**config.mk**
```make
export PLATFORM = sky130hd
export DESIGN_NAME = mem_arbiter
export DESIGN_NICKNAME = d
export VERILOG_FILES = /design/src/rtl/riscv_pkg.sv /design/src/rtl/arb_prio_sel.sv /design/src/rtl/mem_arbiter_chk.sv /design/src/rtl/mem_arbiter.sv
export SDC_FILE = /design/constraint.sdc
export NUM_CORES = 1
export LEC_CHECK = 0
export BUFFER_PORTS_ARGS = -buffer_cell sky130_fd_sc_hd__buf_2
export CELL_PAD_IN_SITES_DETAIL_PLACEMENT = 0
export CELL_PAD_IN_SITES_GLOBAL_PLACEMENT = 1
export CORE_AREA = 2 2 125 103
export CTS_CLUSTER_DIAMETER = 50
export DETAILED_ROUTE_END_ITERATION = 8
export DIE_AREA = 0 0 127 105
export PLACE_DENSITY = 0.8
export SYNTH_ARGS = -nofsm -noshare
export SYNTH_HDL_FRONTEND = slang
export SYNTH_SLANG_ARGS = --single-unit
```
**constraint.sdc**
```tcl
create_clock -name clk_i -period 1.7 [get_ports clk_i]
set_input_delay 0.255 -clock clk_i [delete_from_list [all_inputs] [get_ports clk_i]]
set_output_delay 0.255 -clock clk_i [all_outputs]
set_load 0.02 [all_outputs]
```
**src/rtl/riscv_pkg.sv**
```systemverilog
// Shared core definitions: datapath width and memory arbiter enums.
package riscv_pkg;

  localparam int XLEN = 32;

  typedef enum logic [1:0] {
    OWN_NONE  = 2'd0,
    OWN_DATA  = 2'd1,
    OWN_FETCH = 2'd2,
    OWN_DBG   = 2'd3
  } arb_owner_e;

  typedef enum logic {
    ARB_IDLE      = 1'b0,
    ARB_WAIT_RESP = 1'b1
  } arb_state_e;

endpackage

```
**src/rtl/arb_prio_sel.sv**
```systemverilog
// Fixed-priority requester picker (data > fetch > debug, with a fetch boost)
// and the memory-side mux for the winning requester.
module arb_prio_sel
  import riscv_pkg::*;
(
  input  logic            i_en,
  input  logic            i_boost,
  input  logic            i_d_req,
  input  logic            i_d_we,
  input  logic [3:0]      i_d_be,
  input  logic [XLEN-1:0] i_d_addr,
  input  logic [XLEN-1:0] i_d_wdata,
  input  logic            i_f_req,
  input  logic [XLEN-1:0] i_f_addr,
  input  logic            i_dbg_req,
  input  logic [XLEN-1:0] i_dbg_addr,
  output arb_owner_e      o_winner,
  output logic            o_mem_req,
  output logic            o_mem_we,
  output logic [3:0]      o_mem_be,
  output logic [XLEN-1:0] o_mem_addr,
  output logic [XLEN-1:0] o_mem_wdata
);

  // Pick the winner: boost lets a starved fetch jump ahead of data; debug always last.
  always_comb begin
    o_winner = OWN_NONE;
    if (!i_en) begin
      o_winner = OWN_NONE;
    end else if (i_boost && i_f_req) begin
      o_winner = OWN_FETCH;
    end else if (i_d_req) begin
      o_winner = OWN_DATA;
    end else if (i_f_req) begin
      o_winner = OWN_FETCH;
    end else if (i_dbg_req) begin
      o_winner = OWN_DBG;
    end else begin
      o_winner = OWN_NONE;
    end
  end

  // Route the winner onto the memory bus; fetch and debug are full-word reads.
  always_comb begin
    o_mem_req   = 1'b0;
    o_mem_we    = 1'b0;
    o_mem_be    = 4'h0;
    o_mem_addr  = '0;
    o_mem_wdata = '0;
    case (o_winner)
      OWN_DATA: begin
        o_mem_req   = 1'b1;
        o_mem_we    = i_d_we;
        o_mem_be    = i_d_be;
        o_mem_addr  = i_d_addr;
        o_mem_wdata = i_d_wdata;
      end
      OWN_FETCH: begin
        o_mem_req  = 1'b1;
        o_mem_be   = 4'hF;
        o_mem_addr = i_f_addr;
      end
      OWN_DBG: begin
        o_mem_req  = 1'b1;
        o_mem_be   = 4'hF;
        o_mem_addr = i_dbg_addr;
      end
      default: begin
        o_mem_req = 1'b0;
      end
    endcase
  end

endmodule

```
**src/rtl/mem_arbiter_chk.sv**
```systemverilog
// Protocol checker: the memory must not return read data when nothing is outstanding.
module mem_arbiter_chk (
  input logic i_clk,
  input logic i_rst,
  input logic i_idle,
  input logic i_mem_rvalid
);

  // Flag a stray read response seen while the arbiter is idle (it is dropped by the arbiter).
  always @(posedge i_clk) begin
    if (!i_rst) begin
      assert (!(i_idle && i_mem_rvalid))
        else $warning("mem_arbiter: mem_rvalid_i while idle, response dropped");
    end
  end

endmodule

```
**src/rtl/mem_arbiter.sv**
```systemverilog
// Three-way arbiter (data, fetch, debug) for a single-port unified memory with
// at most one outstanding read, response routing and fetch anti-starvation.
module mem_arbiter
  import riscv_pkg::*;
#(
  parameter int MaxStarve = 4
) (
  input  logic            clk_i,
  input  logic            rst_i,
  input  logic            d_req_i,
  input  logic            d_we_i,
  input  logic [3:0]      d_be_i,
  input  logic [XLEN-1:0] d_addr_i,
  input  logic [XLEN-1:0] d_wdata_i,
  output logic            d_gnt_o,
  output logic            d_rvalid_o,
  input  logic            f_req_i,
  input  logic [XLEN-1:0] f_addr_i,
  output logic            f_gnt_o,
  output logic            f_rvalid_o,
  input  logic            dbg_req_i,
  input  logic [XLEN-1:0] dbg_addr_i,
  output logic            dbg_gnt_o,
  output logic            dbg_rvalid_o,
  output logic [XLEN-1:0] rdata_o,
  output logic            stall_f_o,
  output logic            mem_req_o,
  output logic            mem_we_o,
  output logic [3:0]      mem_be_o,
  output logic [XLEN-1:0] mem_addr_o,
  output logic [XLEN-1:0] mem_wdata_o,
  input  logic            mem_gnt_i,
  input  logic            mem_rvalid_i,
  input  logic [XLEN-1:0] mem_rdata_i
);

  localparam logic [2:0] StarveMax = 3'(MaxStarve);

  arb_state_e r_state;
  arb_owner_e r_owner;
  logic [2:0] r_starve_cnt;

  arb_owner_e w_winner;
  logic       w_en;
  logic       w_boost;
  logic       w_rsp;
  logic       w_accept_rd;

  // Outputs are forced quiet while reset is held, so arbitration only runs when idle and out of reset.
  assign w_en    = ~rst_i & (r_state == ARB_IDLE);
  assign w_boost = (r_starve_cnt == StarveMax);

  arb_prio_sel u_sel (
    .i_en        (w_en),
    .i_boost     (w_boost),
    .i_d_req     (d_req_i),
    .i_d_we      (d_we_i),
    .i_d_be      (d_be_i),
    .i_d_addr    (d_addr_i),
    .i_d_wdata   (d_wdata_i),
    .i_f_req     (f_req_i),
    .i_f_addr    (f_addr_i),
    .i_dbg_req   (dbg_req_i),
    .i_dbg_addr  (dbg_addr_i),
    .o_winner    (w_winner),
    .o_mem_req   (mem_req_o),
    .o_mem_we    (mem_we_o),
    .o_mem_be    (mem_be_o),
    .o_mem_addr  (mem_addr_o),
    .o_mem_wdata (mem_wdata_o)
  );

  assign d_gnt_o   = (w_winner == OWN_DATA)  & mem_gnt_i;
  assign f_gnt_o   = (w_winner == OWN_FETCH) & mem_gnt_i;
  assign dbg_gnt_o = (w_winner == OWN_DBG)   & mem_gnt_i;

  // A response is only meaningful while a read is outstanding; stray ones are dropped.
  assign w_rsp        = ~rst_i & (r_state == ARB_WAIT_RESP) & mem_rvalid_i;
  assign d_rvalid_o   = w_rsp & (r_owner == OWN_DATA);
  assign f_rvalid_o   = w_rsp & (r_owner == OWN_FETCH);
  assign dbg_rvalid_o = w_rsp & (r_owner == OWN_DBG);
  assign rdata_o      = w_rsp ? mem_rdata_i : '0;

  assign stall_f_o   = ~rst_i & f_req_i & ~f_gnt_o;
  assign w_accept_rd = mem_req_o & mem_gnt_i & ~mem_we_o;

  // Read-tracking FSM: remember who owns the single outstanding read until its data returns.
  always_ff @(posedge clk_i) begin
    if (rst_i) begin
      r_state <= ARB_IDLE;
      r_owner <= OWN_NONE;
    end else begin
      case (r_state)
        ARB_IDLE: begin
          if (w_accept_rd) begin
            r_state <= ARB_WAIT_RESP;
            r_owner <= w_winner;
          end else begin
            r_state <= ARB_IDLE;
            r_owner <= OWN_NONE;
          end
        end
        ARB_WAIT_RESP: begin
          if (mem_rvalid_i) begin
            r_state <= ARB_IDLE;
            r_owner <= OWN_NONE;
          end else begin
            r_state <= ARB_WAIT_RESP;
          end
        end
        default: begin
          r_state <= ARB_IDLE;
          r_owner <= OWN_NONE;
        end
      endcase
    end
  end

  // Count consecutive denied fetch cycles (including while blocked behind a read), saturating.
  always_ff @(posedge clk_i) begin
    if (rst_i) begin
      r_starve_cnt <= 3'd0;
    end else if (!f_req_i || f_gnt_o) begin
      r_starve_cnt <= 3'd0;
    end else if (r_starve_cnt != StarveMax) begin
      r_starve_cnt <= r_starve_cnt + 3'd1;
    end else begin
      r_starve_cnt <= r_starve_cnt;
    end
  end

  mem_arbiter_chk u_chk (
    .i_clk        (clk_i),
    .i_rst        (rst_i),
    .i_idle       (r_state == ARB_IDLE),
    .i_mem_rvalid (mem_rvalid_i)
  );

endmodule

```
==> flow_metrics.py, run 1 <==
metrics = {
    "pwr": {
        "p_per_area_nw_per_um2": 398.8,
        "leakage_uw": 0.002326,
        "peakVddDrop_mv": 0.2773,
    },
    "synth": {
        "synth_simple_gate_area_share_pct": 43.63,
        "async_flop_share_pct": 0,
        "yosysSeqAreaShare_pct": 7.843,
        "synth_compound_area_share_pct": 18.30,
        "syn_nets": 409,
        "synth_adder_area_share_pct": 1.634,
        "ys_warn_count": 0,
        "synthTopCellsByArea": "and2_1 27%, mux2i_1 21%, o21ai_1 10%",
        "synthCells": 235,
        "yosys-top-cells-count": "67 x and2_1, 40 x nand2_1, 32 x mux2i_1, 32 x o21ai_1, 10 x nor2_1",
        "synth_area_um2": 1531,
        "netlist.area_leader.share_pct": 27.37,
        "yosys_register_bits": 6,
        "synthDistinctLibCells": 29,
        "avgSynthCellArea_um2": 6.517,
        "synth-edff-count": 0,
        "synth_top_family_by_area": "simple AND/OR/NAND/NOR gates",
        "synth_mux_area_share_pct": 20.92,
        "synth_top_cell_by_area": "and2_1",
        "synth-xor-area-share_pct": 0.5719,
        "synth_ff_type": "dfxtp_1",
        "synth_most_common_cell": "and2_1",
    },
    "routing": {
        "drc": 0,
        "drt_iter0_drc": 79,
        "wl_per_cell_um": 14.18,
        "avgViaCountPerCell": 4.064,
        "vias": 2780,
        "ant_nets": 0,
        "wl_um": 9697,
        "drt_first_pass_iters": 4,
    },
    "setup_path": {
        "critical_path_class": "reg2out",
        "critPathMaxFanout": 5,
        "required_ps": 1440,
        "reg2reg_depth": 8,
        "rr_startpoint": "r_starve_cnt[1]",
        "path_cells": "inv_2 -> ha_4 -> nand3_4 -> a21oi_4 -> buf_12 -> buf_12 -> mux2i_2 -> o21ai_2 -> buf_2",
        "slowest_stage": "dfxtp_2",
        "crit_path_max_incr_delay_ps": 310,
        "r2r_end": "r_owner[0]",
        "crit_family": "buffers and inverters",
        "crit_start": "r_starve_cnt[1]",
        "crit_path_start_kind": "flip-flop",
        "crit_top_cell": "buf_12",
        "arrival_ps": 1790,
        "regToRegSetupSlack_ps": 60,
        "cp-end-kind": "primary output",
        "crit_cells": 9,
        "path_buf_inv": 4,
        "crit_end": "mem_addr_o[25]",
    },
    "run": {
        "maxCapViolCount": 0,
    },
    "clock_tree": {
        "numCtsBuffers": 3,
        "cts.path.max_buffers": 2,
        "clock_latency_ps": 230,
        "numClockSinks": 6,
        "h-tree-depth": 1,
        "clkTransAtPathRegs_ps": 40,
        "cts_tree": "yes",
        "cts_root_buf": "clkbuf_16",
    },
    "finish": {
        "regArea_um2": 123.9,
        "fill_cells": 1223,
        "multi_input_area_um2": 1682,
        "final_nets": 708,
        "drive_gt1_share_pct": 77.44,
        "antenna-diode-count": 0,
        "syn2layout_area_growth_pct": 186.2,
    },
    "die": {
        "die-area_um2": 13340,
        "coreArea_um2": 11980,
        "start_util_pct": 12.78,
        "rows": 36,
        "floorplan.die.width_um": 127,
        "io_pins": 281,
        "die_height_um": 105,
    },
    "sta": {
        "hold_viol": 0,
        "period_share_pct": 120.3,
        "slew_viol_final": 0,
        "holdWs_ps": 340.3,
        "setup_tns_ps": -16170,
        "slew_headroom_pct": 71.32,
        "finalCriticalPeriod_ps": 2045,
        "rsz0062_at_grt": "true",
        "tightest_slew_ps": 429.3,
        "skew_ps": 2.682,
        "worst_slack_ps": -344.5,
        "clock.fmax_ghz": 0.4891,
        "setup_violations": 73,
    },
    "global_routing": {
        "grt_pass1_wl_um": 12460,
        "grt_overflow": 0,
        "grt_pass1_vias": 2543,
        "grt.total_usage_pct": 11.58,
        "grt_max_degree": 36,
        "antenna_found_initial": 0,
    },
    "place": {
        "dp_hpwl_um": 7146,
        "port_buffers": 280,
        "place_congestion": 0.8666,
    },
    "status": {
        "status": "finished with violations",
        "violations": "negative setup slack",
    },
    "hold_path": {
        "min_path_type": "in2reg",
    },
}
[flip-flops by register name, indices dropped and copies added, names as in the netlist]
name / flops
r_owner: 2
r_starve_cnt: 3
r_state: 1
[metal layers]
metal / up-vias / track usage [%] / share of wire (%)
li1: 1383 / - / -
met1: 1239 / 13.23 / 39
met2: 149 / 22.70 / 53
met3: 9 / 1.741 / 7.3
met4: 0 / 2.041 / 1.1
met5: - / 0 / 0
[power breakdown]
group,total (uW),internal (uW),switching (uW)
clock network,395,303,91.8
registers,158,150,8.12
logic,1200,646,550
total,1750,1100,650
[cell usage in the layout, fill, tap and decap left out, types with 9 or more instances in the layout]
cell and count:
buf_2 213, buf_6 60, nand2_1 38, and2_4 35, and2_1 32, o21ai_2 28
buf_4 20, mux2i_1 17, mux2i_2 12, buf_12 10, clkbuf_16 9
[worst reg2reg max path: cells and delay by family, from the launching register on]
family	cells	cell delay, ps
and+or+nand+nor	3	420
buffers and inverters	3	370
DFF	1	320
AOI/OAI and AO/OA	1	240
adders and majority gates	1	170
[per-stage QoR]
| stage | power (uW) | instance area [um2] | worst slack (ps) | util [%] | cells |
|---|---|---|---|---|---|
| after floorplan | 642.9 | 1760 | 1.335 | - | 235 |
| after global placement | 1040 | 3438 | -120.7 | 28.70 | 664 |
| after detailed placement | 1041 | 3438 | -121.7 | 28.70 | 664 |
| after CTS | 1523 | 3732 | -338.7 | 31.15 | 672 |
| after global routing | 1834 | 4383 | -415.3 | 36.58 | 684 |
| final | 1748 | 4383 | -344.5 | 36.58 | 684 |
[logic make-up after synthesis]
| logic type | Yosys count |
|---|---|
| AO/OA/AOI/OAI | 46 |
| buffers and inverters | 21 |
| flip-flops | 6 |
| AND/OR/NAND/NOR | 127 |
| adder cells (fa/ha/maj) | 2 |
| multiplexers | 32 |
| XOR/XNOR | 1 |
[repair_timing]
item	4_1_cts	5_1_grt
endpoints found under the setup margin	74	73
gates resized for setup	43	150
hold buffers	0	0
hold endpoints to repair	0	0
cloned	2	6
pin swaps	5	35
buffers inserted	3	6
[worst min-delay path by stage]
stage | startpoint | endpoint | slack [ps] | cells after the start
floorplan | mem_gnt_i | r_state | 390 | 1
global placement | r_owner[1] | r_owner[1] | 470 | 2
detailed placement | r_owner[1] | r_owner[1] | 470 | 2
CTS | mem_rvalid_i | r_owner[1] | 340 | 4
global route | mem_rvalid_i | r_owner[1] | 360 | 4
finish | mem_rvalid_i | r_owner[1] | 340 | 4
[layout make-up]
cell class                      instances  area share (%)
Clock buffer                            3           1.713
Inverter                                4          0.3426
Multi-Input combinational cell        208           38.37
Sequential cell                         6           2.826
Tap cell                              152           4.339
Timing Repair Buffer                  311           52.41
(Power assumes the default switching activity.)
==> run 2: changes to the inputs <==
--- a/config.mk
+++ b/config.mk
@@ -8,11 +8,11 @@
 export BUFFER_PORTS_ARGS = -buffer_cell sky130_fd_sc_hd__buf_2
 export CELL_PAD_IN_SITES_DETAIL_PLACEMENT = 0
 export CELL_PAD_IN_SITES_GLOBAL_PLACEMENT = 1
-export CORE_AREA = 2 2 125 103
+export CORE_AREA = 2 2 120 99
 export CTS_CLUSTER_DIAMETER = 50
 export DETAILED_ROUTE_END_ITERATION = 8
-export DIE_AREA = 0 0 127 105
-export PLACE_DENSITY = 0.8
+export DIE_AREA = 0 0 122 101
+export PLACE_DENSITY = 0.83
 export SYNTH_ARGS = -nofsm -noshare
 export SYNTH_HDL_FRONTEND = slang
 export SYNTH_SLANG_ARGS = --single-unit
==> constraint.sdc (replaced) <==
create_clock -name clk_i -period 1.9 [get_ports clk_i]
set_input_delay 0.285 -clock clk_i [delete_from_list [all_inputs] [get_ports clk_i]]
set_output_delay 0.285 -clock clk_i [all_outputs]
set_load 0.02 [all_outputs]
==> flow_metrics.py, run 2 (synthesis gave the netlist of run 1 again) <==
metrics = {
    "setup_path": {
        "crit_cells": 9,
        "critPathMaxFanout": 5,
        "path_cells": "inv_2 -> ha_4 -> nand3_4 -> a21oi_4 -> buf_6 -> buf_12 -> mux2i_2 -> o21ai_1 -> buf_2",
        "critical_path_class": "reg2out",
        "arrival_ps": 1840,
        "crit_family": "buffers and inverters",
        "cp-end-kind": "primary output",
        "crit_path_max_incr_delay_ps": 320,
        "path_buf_inv": 4,
        "reg2reg_depth": 6,
        "crit_path_start_kind": "flip-flop",
        "slowest_stage": "dfxtp_2",
        "required_ps": 1620,
    },
    "global_routing": {
        "antenna_found_initial": 0,
        "grt_pass1_wl_um": 12790,
        "grt.total_usage_pct": 13.38,
        "grt_overflow": 0,
        "grt_pass1_vias": 2293,
        "grt_max_degree": 34,
    },
    "finish": {
        "antenna-diode-count": 0,
        "syn2layout_area_growth_pct": 132.7,
        "postLayoutCoreUtil_pct": 31.91,
        "largest_reg_flops": 3,
        "regMostFlops": "r_starve_cnt",
        "final_nets": 701,
        "final_common_cell": "buf_2",
        "drive_gt1_share_pct": 62.86,
        "top_regs": "r_starve_cnt (3), r_owner (2), r_state (1)",
        "layout_common_cells": "271 x buf_2, 65 x and2_1, 39 x nand2_1, 31 x o21ai_1, 28 x mux2i_1",
    },
    "clock_tree": {
        "cts_root_buf": "clkbuf_16",
        "numClockSinks": 6,
        "clkTransAtPathRegs_ps": 30,
        "cts_tree": "yes",
        "cts.path.max_buffers": 2,
        "h-tree-depth": 1,
        "holdBufCountCts": 0,
        "numCtsBuffers": 3,
        "clock_latency_ps": 230,
    },
    "pwr": {
        "p_per_area_nw_per_um2": 365.9,
        "peakVddDrop_mv": 0.2195,
        "leakage_uw": 0.002092,
    },
    "routing": {
        "vias": 2583,
        "ant_nets": 0,
        "drc": 0,
        "wl_um": 9270,
        "drt_iter0_drc": 113,
        "avgViaCountPerCell": 3.838,
        "drt_first_pass_iters": 4,
        "wl_per_cell_um": 13.77,
    },
    "sta": {
        "rsz0062_at_grt": "true",
        "finalCriticalPeriod_ps": 2126,
        "holdWs_ps": 364.2,
        "skew_ps": 1.492,
        "clock.fmax_ghz": 0.4703,
        "hold_viol": 0,
        "slew_viol_final": 0,
        "slew_headroom_pct": 76.77,
        "tightest_slew_ps": 347.7,
        "worst_slack_ps": -226.5,
        "period_share_pct": 111.9,
        "setup_violations": 40,
    },
    "run": {
        "maxCapViolCount": 0,
    },
    "die": {
        "die-area_um2": 12320,
        "start_util_pct": 13.71,
        "die_height_um": 101,
        "io_pins": 281,
        "rows": 35,
        "floorplan.die.width_um": 122,
        "coreArea_um2": 11170,
    },
    "place": {
        "pre_cts_ws_ps": -77.83,
        "dp_hpwl_um": 7432,
        "port_buffers": 280,
        "place_congestion": 0.8074,
    },
    "hold_path": {
        "worstHoldPathCells": 4,
        "min_path_type": "in2reg",
    },
    "status": {
        "violations": "negative setup slack",
        "status": "finished with violations",
    },
}
## run 2: cell count changes in the layout (fill, tap and decap cells not counted), sizes merged
cell	change
buf	-2
clkbuf	-5
## run 2: final timing paths
| kind | from | end | slack (ps) |
|---|---|---|---|
| worst max-delay path | r_starve_cnt[0] | mem_addr_o[28] | -230 |
| worst min-delay path | mem_rvalid_i | r_owner[1] | 360 |
| worst max register to register | r_starve_cnt[0] | r_owner[0] | 430 |
| worst min register to register | r_owner[1] | r_owner[1] | 470 |
## run 2: metrics by stage
stage / cell area, um2 / cells / total power [uW] / TNS [ps]
CTS: 3496 / 671 / 1288 / -5777
detailed placement: 3184 / 658 / 858.8 / -360.3
floorplan: 1531 / 235 / 511.0 / 0
global route: 3563 / 673 / 1376 / -9826
finish: 3563 / 673 / 1304 / -5988
global placement: 3184 / 658 / 859.0 / -43.71
## run 2: worst reg2reg max path: stages (launching register included)
cell     delay [ps]
dfxtp_2         320
inv_2            70
ha_4            160
nand2_2         120
and2_4          220
o21a_4          240
a32o_1          240
## run 2: what timing repair did
item,in CTS,in global routing
pin swaps,5,8
gates cloned,3,1
endpoints found under the hold margin,0,0
gates resized for setup,27,17
setup buffers,7,3
endpoints found under the setup margin,73,99
## run 2: final cells by class
type                       count  area, um2
inverter                       4      15.01
timing repair buffer         304       1757
tap                          148      185.2
fill                        1202       7604
sequential                     6      122.6
multi-input combinational    208       1409
clock buffer                   3      75.07
## run 2: report_power, final
part | leakage [uW] | switching, uW | internal, uW
registers | 0.0000499 | 7.31 | 133
logic | 0.00201 | 416 | 402
clock network | 0.0000370 | 74.7 | 270
total | 0.00209 | 498 | 806
## run 2: metal layers
layer	wire length [um]	track usage, %
met1	3917	17.60
met2	4820	23.46
met3	456	1.640
met4	76	2.741
met5	0	0
